[config.mk]
export PLATFORM = sky130hd
export DESIGN_NAME = sensor_alarm_ctrl
export DESIGN_NICKNAME = d
export VERILOG_FILES = /design/src/rtl/sensor_alarm_ctrl.sv
export SDC_FILE = /design/constraint.sdc
export NUM_CORES = 1
export LEC_CHECK = 0
export CAP_MARGIN = 20
export CORE_MARGIN = 1.5
export CORE_UTILIZATION = 25
export DETAILED_ROUTE_END_ITERATION = 7
export SETUP_SLACK_MARGIN = 0.1
export SYNTH_ARGS = -nofsm -noshare
export SYNTH_HDL_FRONTEND = slang
export SYNTH_SLANG_ARGS = --single-unit
[constraint.sdc]
create_clock -name clk -period 3.45 [get_ports clk]
set_clock_uncertainty 0.1 [all_clocks]
set_input_delay 0.5175 -clock clk [delete_from_list [all_inputs] [get_ports clk]]
set_output_delay 0.5175 -clock clk [all_outputs]
set_load 0.1 [all_outputs]
[src/rtl/sensor_alarm_ctrl.sv]
// sensor_alarm_ctrl: N-channel sensor-to-buzzer alarm controller.
// Each channel debounces its sensor input, latches an alarm and drives a
// square-wave beep until the operator acknowledges it. The block also reports
// a summary alarm, the lowest-index alarming channel and a saturating count
// of alarms raised since reset.
// Optional build macro: BUZZER_PRIORITY_EN -- when defined, only the channel
// reported on active_ch drives its buzzer; the other channels keep running
// silently underneath.
module sensor_alarm_ctrl #(
  parameter int NUM_CH    = 3,
  parameter int DEBOUNCE  = 4,
  parameter int BEEP_HALF = 8,
  parameter int CNT_W     = 8,
  localparam int AW       = (NUM_CH > 1) ? $clog2(NUM_CH) : 1
) (
  input  logic              clk,
  input  logic              reset,
  input  logic [NUM_CH-1:0] sensor,
  input  logic [NUM_CH-1:0] ack,
  output logic [NUM_CH-1:0] buzzer,
  output logic              any_alarm,
  output logic [AW-1:0]     active_ch,
  output logic [7:0]        alarm_cnt
);

  typedef enum logic [1:0] {
    ST_IDLE   = 2'd0,
    ST_ARMING = 2'd1,
    ST_ALARM  = 2'd2,
    ST_HOLD   = 2'd3
  } state_e;

  localparam logic [CNT_W-1:0] DEB_LAST  = CNT_W'(DEBOUNCE - 1);
  localparam logic [CNT_W-1:0] BEEP_LAST = CNT_W'(BEEP_HALF - 1);

  state_e            state_q [NUM_CH];
  state_e            state_d [NUM_CH];
  logic [CNT_W-1:0]  dcnt_q  [NUM_CH];
  logic [CNT_W-1:0]  dcnt_d  [NUM_CH];
  logic [CNT_W-1:0]  phase_q [NUM_CH];
  logic [CNT_W-1:0]  phase_d [NUM_CH];
  logic [NUM_CH-1:0] buzz_q;
  logic [NUM_CH-1:0] buzz_d;
  logic [NUM_CH-1:0] entry;
  logic [NUM_CH-1:0] in_alarm;
  logic [7:0]        alarm_cnt_q;
  logic [7:0]        alarm_cnt_d;

  // Number of channels entering ALARM on this edge (NUM_CH <= 16 fits 5 bits).
  function automatic logic [4:0] popcount(input logic [NUM_CH-1:0] v);
    logic [4:0] n;
    n = '0;
    for (int i = 0; i < NUM_CH; i++) begin
      n = n + 5'(v[i]);
    end
    return n;
  endfunction

  // Add k to the alarm counter, clamping at 255.
  function automatic logic [7:0] sat_add8(input logic [7:0] a, input logic [4:0] k);
    logic [8:0] s;
    s = {1'b0, a} + {4'b0000, k};
    return s[8] ? 8'hFF : s[7:0];
  endfunction

  // Per-channel next state: debounce, latch, beep pattern and acknowledge.
  always_comb begin
    for (int i = 0; i < NUM_CH; i++) begin
      state_d[i] = state_q[i];
      dcnt_d[i]  = dcnt_q[i];
      phase_d[i] = phase_q[i];
      buzz_d[i]  = buzz_q[i];
      entry[i]   = 1'b0;
      case (state_q[i])
        ST_IDLE: begin
          if (sensor[i]) begin
            if (DEBOUNCE == 1) begin
              state_d[i] = ST_ALARM;
              dcnt_d[i]  = '0;
              phase_d[i] = '0;
              buzz_d[i]  = 1'b1;
              entry[i]   = 1'b1;
            end else begin
              state_d[i] = ST_ARMING;
              dcnt_d[i]  = CNT_W'(1);
            end
          end
        end
        ST_ARMING: begin
          // ack is deliberately ignored until the alarm is latched
          if (!sensor[i]) begin
            state_d[i] = ST_IDLE;
            dcnt_d[i]  = '0;
          end else if (dcnt_q[i] == DEB_LAST) begin
            state_d[i] = ST_ALARM;
            dcnt_d[i]  = '0;
            phase_d[i] = '0;
            buzz_d[i]  = 1'b1;
            entry[i]   = 1'b1;
          end else begin
            dcnt_d[i] = dcnt_q[i] + CNT_W'(1);
          end
        end
        ST_ALARM: begin
          // latched: a sensor drop alone does nothing, only ack leaves
          if (ack[i]) begin
            state_d[i] = sensor[i] ? ST_HOLD : ST_IDLE;
            phase_d[i] = '0;
            buzz_d[i]  = 1'b0;
          end else if (phase_q[i] == BEEP_LAST) begin
            phase_d[i] = '0;
            buzz_d[i]  = ~buzz_q[i];
          end else begin
            phase_d[i] = phase_q[i] + CNT_W'(1);
          end
        end
        ST_HOLD: begin
          // silenced until the sensor clears
          if (!sensor[i]) begin
            state_d[i] = ST_IDLE;
          end
        end
        default: begin
          state_d[i] = ST_IDLE;
          dcnt_d[i]  = '0;
          phase_d[i] = '0;
          buzz_d[i]  = 1'b0;
        end
      endcase
    end
  end

  // Alarm counter advances by the number of simultaneous entries, saturating.
  always_comb begin
    alarm_cnt_d = sat_add8(alarm_cnt_q, popcount(entry));
  end

  // Summary alarm and lowest-index-wins priority encoder over registered states.
  always_comb begin
    in_alarm  = '0;
    active_ch = '0;
    for (int i = 0; i < NUM_CH; i++) begin
      in_alarm[i] = (state_q[i] == ST_ALARM);
    end
    for (int i = NUM_CH - 1; i >= 0; i--) begin
      if (in_alarm[i]) begin
        active_ch = AW'(i);
      end
    end
    any_alarm = |in_alarm;
  end

  // Buzzer drive: every alarming channel, or only the reported one when masked.
  always_comb begin
    buzzer = '0;
`ifdef BUZZER_PRIORITY_EN
    for (int i = 0; i < NUM_CH; i++) begin
      buzzer[i] = buzz_q[i] && any_alarm && (active_ch == AW'(i));
    end
`else
    buzzer = buzz_q;
`endif
  end

  // State registers with synchronous active-low reset clearing everything.
  always_ff @(posedge clk) begin
    if (!reset) begin
      for (int i = 0; i < NUM_CH; i++) begin
        state_q[i] <= ST_IDLE;
        dcnt_q[i]  <= '0;
        phase_q[i] <= '0;
      end
      buzz_q      <= '0;
      alarm_cnt_q <= '0;
    end else begin
      for (int i = 0; i < NUM_CH; i++) begin
        state_q[i] <= state_d[i];
        dcnt_q[i]  <= dcnt_d[i];
        phase_q[i] <= phase_d[i];
      end
      buzz_q      <= buzz_d;
      alarm_cnt_q <= alarm_cnt_d;
    end
  end

  assign alarm_cnt = alarm_cnt_q;

endmodule

==> results.md, run 1 <==
* Final worst path period share at 0.8939
* Measured slew at the worst slew-check pin at 1.030 ns
* Register area share after synthesis at 0.3825
* CTS HTree Levels at 3
* Xor/xnor share of the synthesized area at 0.03604
* Reg2reg setup slack at 0.37 ns
* Post-synthesis mux area share at 0.01802
* Non-Filler Instances at 607
* Final setup fails at 0
* M1 GR Usage at 0.1476
* Synth Area in Simple Gates at 0.2953
* GR Util All Layers at 0.1138
* Cells after Synth at 398
* Die Area at 0.01432 mm²
* Min-Delay Path Class: flip-flop to flip-flop
* Dominant combinational cell family by area after synthesis: simple AND/OR/NAND/NOR gates
* Initial antenna violation count at 0
* Placed insts at about 600
* # DRC at 0
* Final wirelength at a little under 8000 µm
* Synth warn at 0
* Pwr dens at 422.6 mW/mm²
* R2R Path Start: dcnt_q[0][0]
* Hold worst-path end: phase_q[0][23]
* Fraction of layout cells with a size suffix above 1 at 0.09977
* LEAKAGE at around 1.5 nW
* DRT antenna net count at 0
* Distinct cells, synth at 63
* RSZ-0062 raised after global routing: false
* Hold path depth at 1
* CP max FO at 5
* Die Y at 119.7 µm
* First-pass GRT wire length at 13,430 µm
* Slew Limit Fails at 0
* Setup Buffers After CTS at 0
* Layout Nets at 445
* Pin count of the biggest net entering global routing at 29
* Via Count at 3,037
* Compound-Gate Fraction of Synth Area at 0.2045
* Most common cell after layout, fill and taps aside: dfxtp_1
* Number of flops mapped to enable cells by yosys at 0
* Grt peak-use layer: met2
* Final GP Congestion at 0.8042
* Total CTS buffers at 9
* CTS tree: built
* Core ar. at 0.01324 mm²
* Max Cap Viol at 0
* Met3 usage at 0.02424
* Mapped Area at 0.003402 mm²
* Synth Area in Adders at 0.04119
* Routed length per instance at 12.95 µm
* Clock Tree Root: clkbuf_16
* Pre-Repair DR Iteration Count at 4
* Clk sinks at 65
* Hold_buf cts at 0
* Final core occ at 0.3142
* Hold slack at 0.3720 ns
* CP Class: flip-flop to flip-flop
* Grt met2 use at 0.1807
* Starting Density at 0.2569
* Initial DRC count at 164
* Hold Startpoint: phase_q[0][23]
* Final Critical Period at 3.084 ns
* Gr ovfl total at 0
* Fin. Hold Viols at 0
* Vias per std cell at 5.003
* Most frequent cells in the layout: 65 x dfxtp_1, 38 x nor2_1, 35 x nand2_1
* Pwr Total at 0.001759 W
* # IOs at 22
* Worst r2r dst: alarm_cnt[7]
* IO buf count at 21
* Critical path arrival at approximately 3.2 ns
* DIE WIDTH at 119.7 µm
* Vias in the first global route at 2,883
* Num rows at 42
* Peak supply drop at 0.2069 mV
* DP HPWL at 5483 µm
* Avg Cell Area, Syn at 8.548 µm²
* Antenna Cells at 0
* Worst-path clk slew at roughly 0.050 ns
* Fin Setup TNS at 0 ns
* Post-CTS Resized at 0
* Reg2Reg Depth at 10
* Setup crit start kind: flip-flop
* Seq cells post-synth at 65
* Result of the run: completed
* Synth-to-layout area growth at 22.32%
* FMAX at between 300 and 400 MHz
* Clock latency on the worst-skew pair at about 0.32 ns
* Async set-or-reset flop fraction in the synthesized netlist at 0
* Synth Flop Type: dfxtp_1
* CP endpoint kind: flip-flop
* Max_slew headroom at 0.3087
* Worst Path Required at 3.55 ns
* Longest Clk Path Bufs at 2
* Syn nets at between 400 and 500
## Yosys cell counts, types with 3 or more instances
cell,instances,area share
dfxtp_1,65,0.38
nor2_1,39,0.043
nand2_1,35,0.039
nand3_1,34,0.050
a21oi_1,22,0.032
nor3_1,18,0.026
o21ai_0,12,0.018
a31oi_1,9,0.017
inv_1,9,0.0099
nand2b_1,9,0.017
ha_1,8,0.029
nand4_1,8,0.015
xnor2_1,7,0.018
xor2_1,7,0.018
and3_1,6,0.011
clkbuf_1,6,0.0066
nand3b_1,6,0.013
o21ai_1,6,0.0088
a21o_1,5,0.011
a22oi_1,5,0.011
mux2i_1,5,0.015
a22o_1,4,0.010
a311oi_1,4,0.010
and4_1,4,0.010
and3b_1,3,0.0077
nor2b_1,3,0.0055
o211ai_1,3,0.0066
o21bai_1,3,0.0066
o2bb2ai_1,3,0.0077
o31ai_1,3,0.0066
or3_1,3,0.0055
## state kept, by name, summed over array words and instances, names as in the netlist
register and cells:
dcnt_q 24, buzzer 3, alarm_cnt 8, phase_q 24, state_q 6
## kinds of logic (layout without fill, tap and decap cells)
group,Yosys count,after routing
xor+xnor,14,14
buf+inv,20,53
flops,65,65
compound gates,97,97
simple gates,186,186
mux,6,6
fa+ha+maj,10,10
## cell type report
class / count / area [µm²]
Tap cell: 176 / 220.2
Clock buffer: 12 / 256.5
Sequential cell: 65 / 1301
Fill cell: 1399 / 9081
Inverter: 11 / 41.29
Timing Repair Buffer: 27 / 245.2
Multi-Input combinational cell: 313 / 2057
Clock inverter: 3 / 40.04
## worst max-delay path, cell delays in order (launching register included)
cell and delay [ns]:
dfxtp_1 0.40, ha_2 0.24, nor4b_4 0.27, nand3_1 0.18
fa_1 0.55, inv_1 0.05, ha_1 0.22, fa_1 0.43
nand4_1 0.17, nand2_1 0.07, o311a_1 0.28
## power breakdown
group / switching (W) / leakage [nW] / internal, W
combinational: 0.0000571 / 0.810 / 0.0000320
sequential: 0.0000116 / 0.525 / 0.000759
clock: 0.000308 / 0.148 / 0.000592
## metrics by stage
| stage | setup slack [ns] | instance area, µm² |
|---|---|---|
| floorplan | 0.3682 | 3407 |
| global placement | 0.1646 | 3837 |
| detailed placement | 0.1085 | 3837 |
| CTS | 0.2559 | 4134 |
| global route | 0.1154 | 4161 |
| finish | 0.3660 | 4161 |
## metal layers
layer | up-vias | part of all wire
li1 | 1547 | -
met1 | 1420 | 0.49
met2 | 55 | 0.46
met3 | 15 | 0.034
met4 | 0 | 0.016
met5 | - | 0
## how the worst max path moves through the flow
stage                              from           end  cells past startpoint
after global placement        sensor[2]  alarm_cnt[5]                     11
after CTS                 dcnt_q[0][16]  alarm_cnt[5]                     11
final                      dcnt_q[0][0]  alarm_cnt[7]                     10
after detailed placement      sensor[2]  alarm_cnt[5]                     11
after floorplan            dcnt_q[0][0]  alarm_cnt[7]                     10
after global routing       dcnt_q[0][0]  alarm_cnt[7]                     10
(Power assumes the default switching activity.)
==> run 2: changes to the inputs <==
Settings changed: CAP_MARGIN 20 to 10, GPL_TIMING_DRIVEN from default to 0.
==> run 2 against run 1 <==
Against the previous run: flip-flop and latch count is the same; count of clock-buffer cells in the layout grew 1; final area grew 0.60%; first-iteration DRC count grew 13%; cell count grew 0.49%; maximum frequency shrank 3.8%; utilization grew 0.19 points; sequential power is essentially flat; worst hold slack lost 0.0011 ns; routed wire length grew 0.97%; clock power grew 5.1%; non-clock buffer count grew 3; largest cell class unchanged; largest power group unchanged; highest routed layer unchanged.
==> results.md, run 2 (synthesized netlist as in run 1, its figures left out) <==
* # DRC at 0 (unchanged)
* Routed length per instance at 13.01 µm (+0.47%)
* Reg2Reg Depth at 11 (+1)
* Die Y at 119.7 µm (unchanged)
* Antenna Cells at 0 (unchanged)
* Hold slack at 0.3709 ns (-0.001108 ns)
* R2R Path Start: dcnt_q[0][0]
* DRT antenna net count at 0 (unchanged)
* LEAKAGE at 1.474 nW (-0.64%)
* Layout Nets at 448 (+0.67%)
* DIE WIDTH at 119.7 µm (unchanged)
* Worst-path clk slew at 0.05 ns (about the same)
* CP endpoint kind: flip-flop
* Die Area at 0.01432 mm² (unchanged)
* Fin. Hold Viols at 0 (unchanged)
* Final setup fails at 0 (unchanged)
* GR Util All Layers at 0.1198 (+0.005952)
* Max_slew headroom at 0.3389 (+0.03020)
* Critical Path, Cell by Cell: clkdlybuf4s50_1 > and3b_2 > nand3_1 > fa_1 > inv_1 > ha_1 > fa_1 > nand4_1 > nor2_1 > nor3_1 > a211oi_1
* Vias in the first global route at 2,899 (+0.55%)
* Pwr dens at 430.6 mW/mm² (+1.9%)
* Gr ovfl total at 0 (unchanged)
* Initial antenna violation count at 0 (unchanged)
* Fraction of layout cells with a size suffix above 1 at 0.08295 (-0.01682)
* RSZ-0062 raised after global routing: false
* Min-Delay Path Class: flip-flop to flip-flop
* Total CTS buffers at 9 (unchanged)
* Critical path arrival at 3.28 ns (+0.09 ns)
* Synth-to-layout area growth at 23.06%
* Clock Tree Root: clkbuf_16
* Starting Density at 0.2569 (unchanged)
* Hold worst-path end: phase_q[0][23]
* Via Count at 3,052 (+0.49%)
* Placed insts at 594 (+0.34%)
* Non-Filler Instances at 610 (+0.49%)
* Delay-heaviest family, CP: adder cells
* Max Cap Viol at 0 (unchanged)
* CP max FO at 7 (+2)
* Slew Limit Fails at 0 (unchanged)
* Pre-Repair DR Iteration Count at 4 (unchanged)
* Final GP Congestion at 0.8293 (+3.1%)
* Peak supply drop at 0.2607 mV (+26%)
* First-pass GRT wire length at 13,920 µm (+3.6%)
* Buf+Inv Stages, Crit Path at 2 (+1)
* Most common cell after layout, fill and taps aside: dfxtp_1
* CP Class: primary input to flip-flop
* Longest Clk Path Bufs at 2 (unchanged)
* CTS HTree Levels at 3 (unchanged)
* Final worst path period share at 0.9289 (+0.03499)
* Clk sinks at 65 (unchanged)
* Critical path depth at 11 (+1)
* Hold Startpoint: phase_q[0][23]
* FMAX at 312.0 MHz (-3.8%)
* # IOs at 22 (unchanged)
* Measured slew at the worst slew-check pin at 0.9886 ns (-0.04142 ns)
* Result of the run: completed
* CP dominant cell by count: fa_1
* Core ar. at 0.01324 mm² (unchanged)
* CP max stage delay at 0.59 ns (+0.04 ns)
* DP HPWL at 5631 µm (+2.7%)
* Initial DRC count at 185 (+13%)
* Crit path max-delay cell type: clkdlybuf4s50_1
* Worst r2r dst: alarm_cnt[5]
* Clock latency on the worst-skew pair at 0.32 ns (about the same)
* Final wirelength at 7934 µm (+0.97%)
* Final Critical Period at 3.205 ns (+0.1207 ns)
* Pin count of the biggest net entering global routing at 11 (-62%)
* Worst Path Required at 3.53 ns (-0.02 ns)
* Most frequent cells in the layout: 65 x dfxtp_1, 39 x nor2_1, 35 x nand2_1
* Hold path depth at 1 (unchanged)
* Setup crit start kind: primary input
* IO buf count at 20 (-4.8%)
* Vias per std cell at 5.003 (about the same)
* Num rows at 42 (unchanged)
* CTS tree: built
* Reg2reg setup slack at 0.28 ns (-0.09 ns)
[run 2: changes by cell type in the layout (fill, tap and decap cells not counted), moves of 2 or more]
cell             before  now
buf_4                10    1
clkdlybuf4s50_1      17   20
clkbuf_1              1    6
clkbuf_8              2    4
buf_1                 0    2
[run 2: layout make-up]
type,count,area (µm²)
Buffer,9,35.03
Clock buffer,13,280.3
Clock inverter,2,35.03
Fill cell,1379,9056
Inverter,11,41.29
Multi-Input combinational cell,313,2066
Sequential cell,65,1301
Tap cell,176,220.2
Timing Repair Buffer,21,207.7
[run 2: how the worst max path moves through the flow]
| stage | from | to | slack [ns] |
|---|---|---|---|
| global route | dcnt_q[0][0] | alarm_cnt[5] | 0.07 |
| detailed placement | sensor[0] | alarm_cnt[5] | -0.31 |
| global placement | sensor[0] | alarm_cnt[5] | -0.29 |
| floorplan | dcnt_q[0][0] | alarm_cnt[7] | 0.37 |
| finish | sensor[2] | alarm_cnt[5] | 0.25 |
| CTS | dcnt_q[0][0] | alarm_cnt[5] | 0.13 |
[run 2: where the power goes]
| part | leakage [nW] | switching [W] | internal [W] | total, W |
|---|---|---|---|---|
| clock network | 0.158 | 0.000313 | 0.000632 | 0.000945 |
| registers | 0.525 | 0.00000866 | 0.000759 | 0.000767 |
| logic | 0.792 | 0.0000604 | 0.0000296 | 0.0000900 |
| total | 1.47 | 0.000382 | 0.00142 | 0.00180 |
[run 2: routing by layer]
layer,track usage,up-vias,wire length [µm]
met1,0.1582,1450,3798
met2,0.1864,52,3668
li1,-,1548,-
met5,0,-,0
met3,0.03707,2,437
met4,0.03795,0,29
[run 2: timing repair]
action,in CTS,in global routing
endpoints found under the setup margin,7,8
setup buffers,0,1
gates resized for setup,1,5
hold buffers,0,0
[run 2: through the flow]
step / power, W / setup TNS [ns] / util / area, µm² / worst slack, ns
after global placement: 0.0008713 / -1.755 / 0.2890 / 3827 / -0.2948
after floorplan: 0.0008401 / 0 / - / 3407 / 0.3682
after detailed placement: 0.0008732 / -1.915 / 0.2890 / 3827 / -0.3090
after CTS: 0.001830 / 0 / 0.3132 / 4148 / 0.1289
after global routing: 0.001884 / 0 / 0.3161 / 4187 / 0.07395
final: 0.001803 / 0 / 0.3161 / 4187 / 0.2452
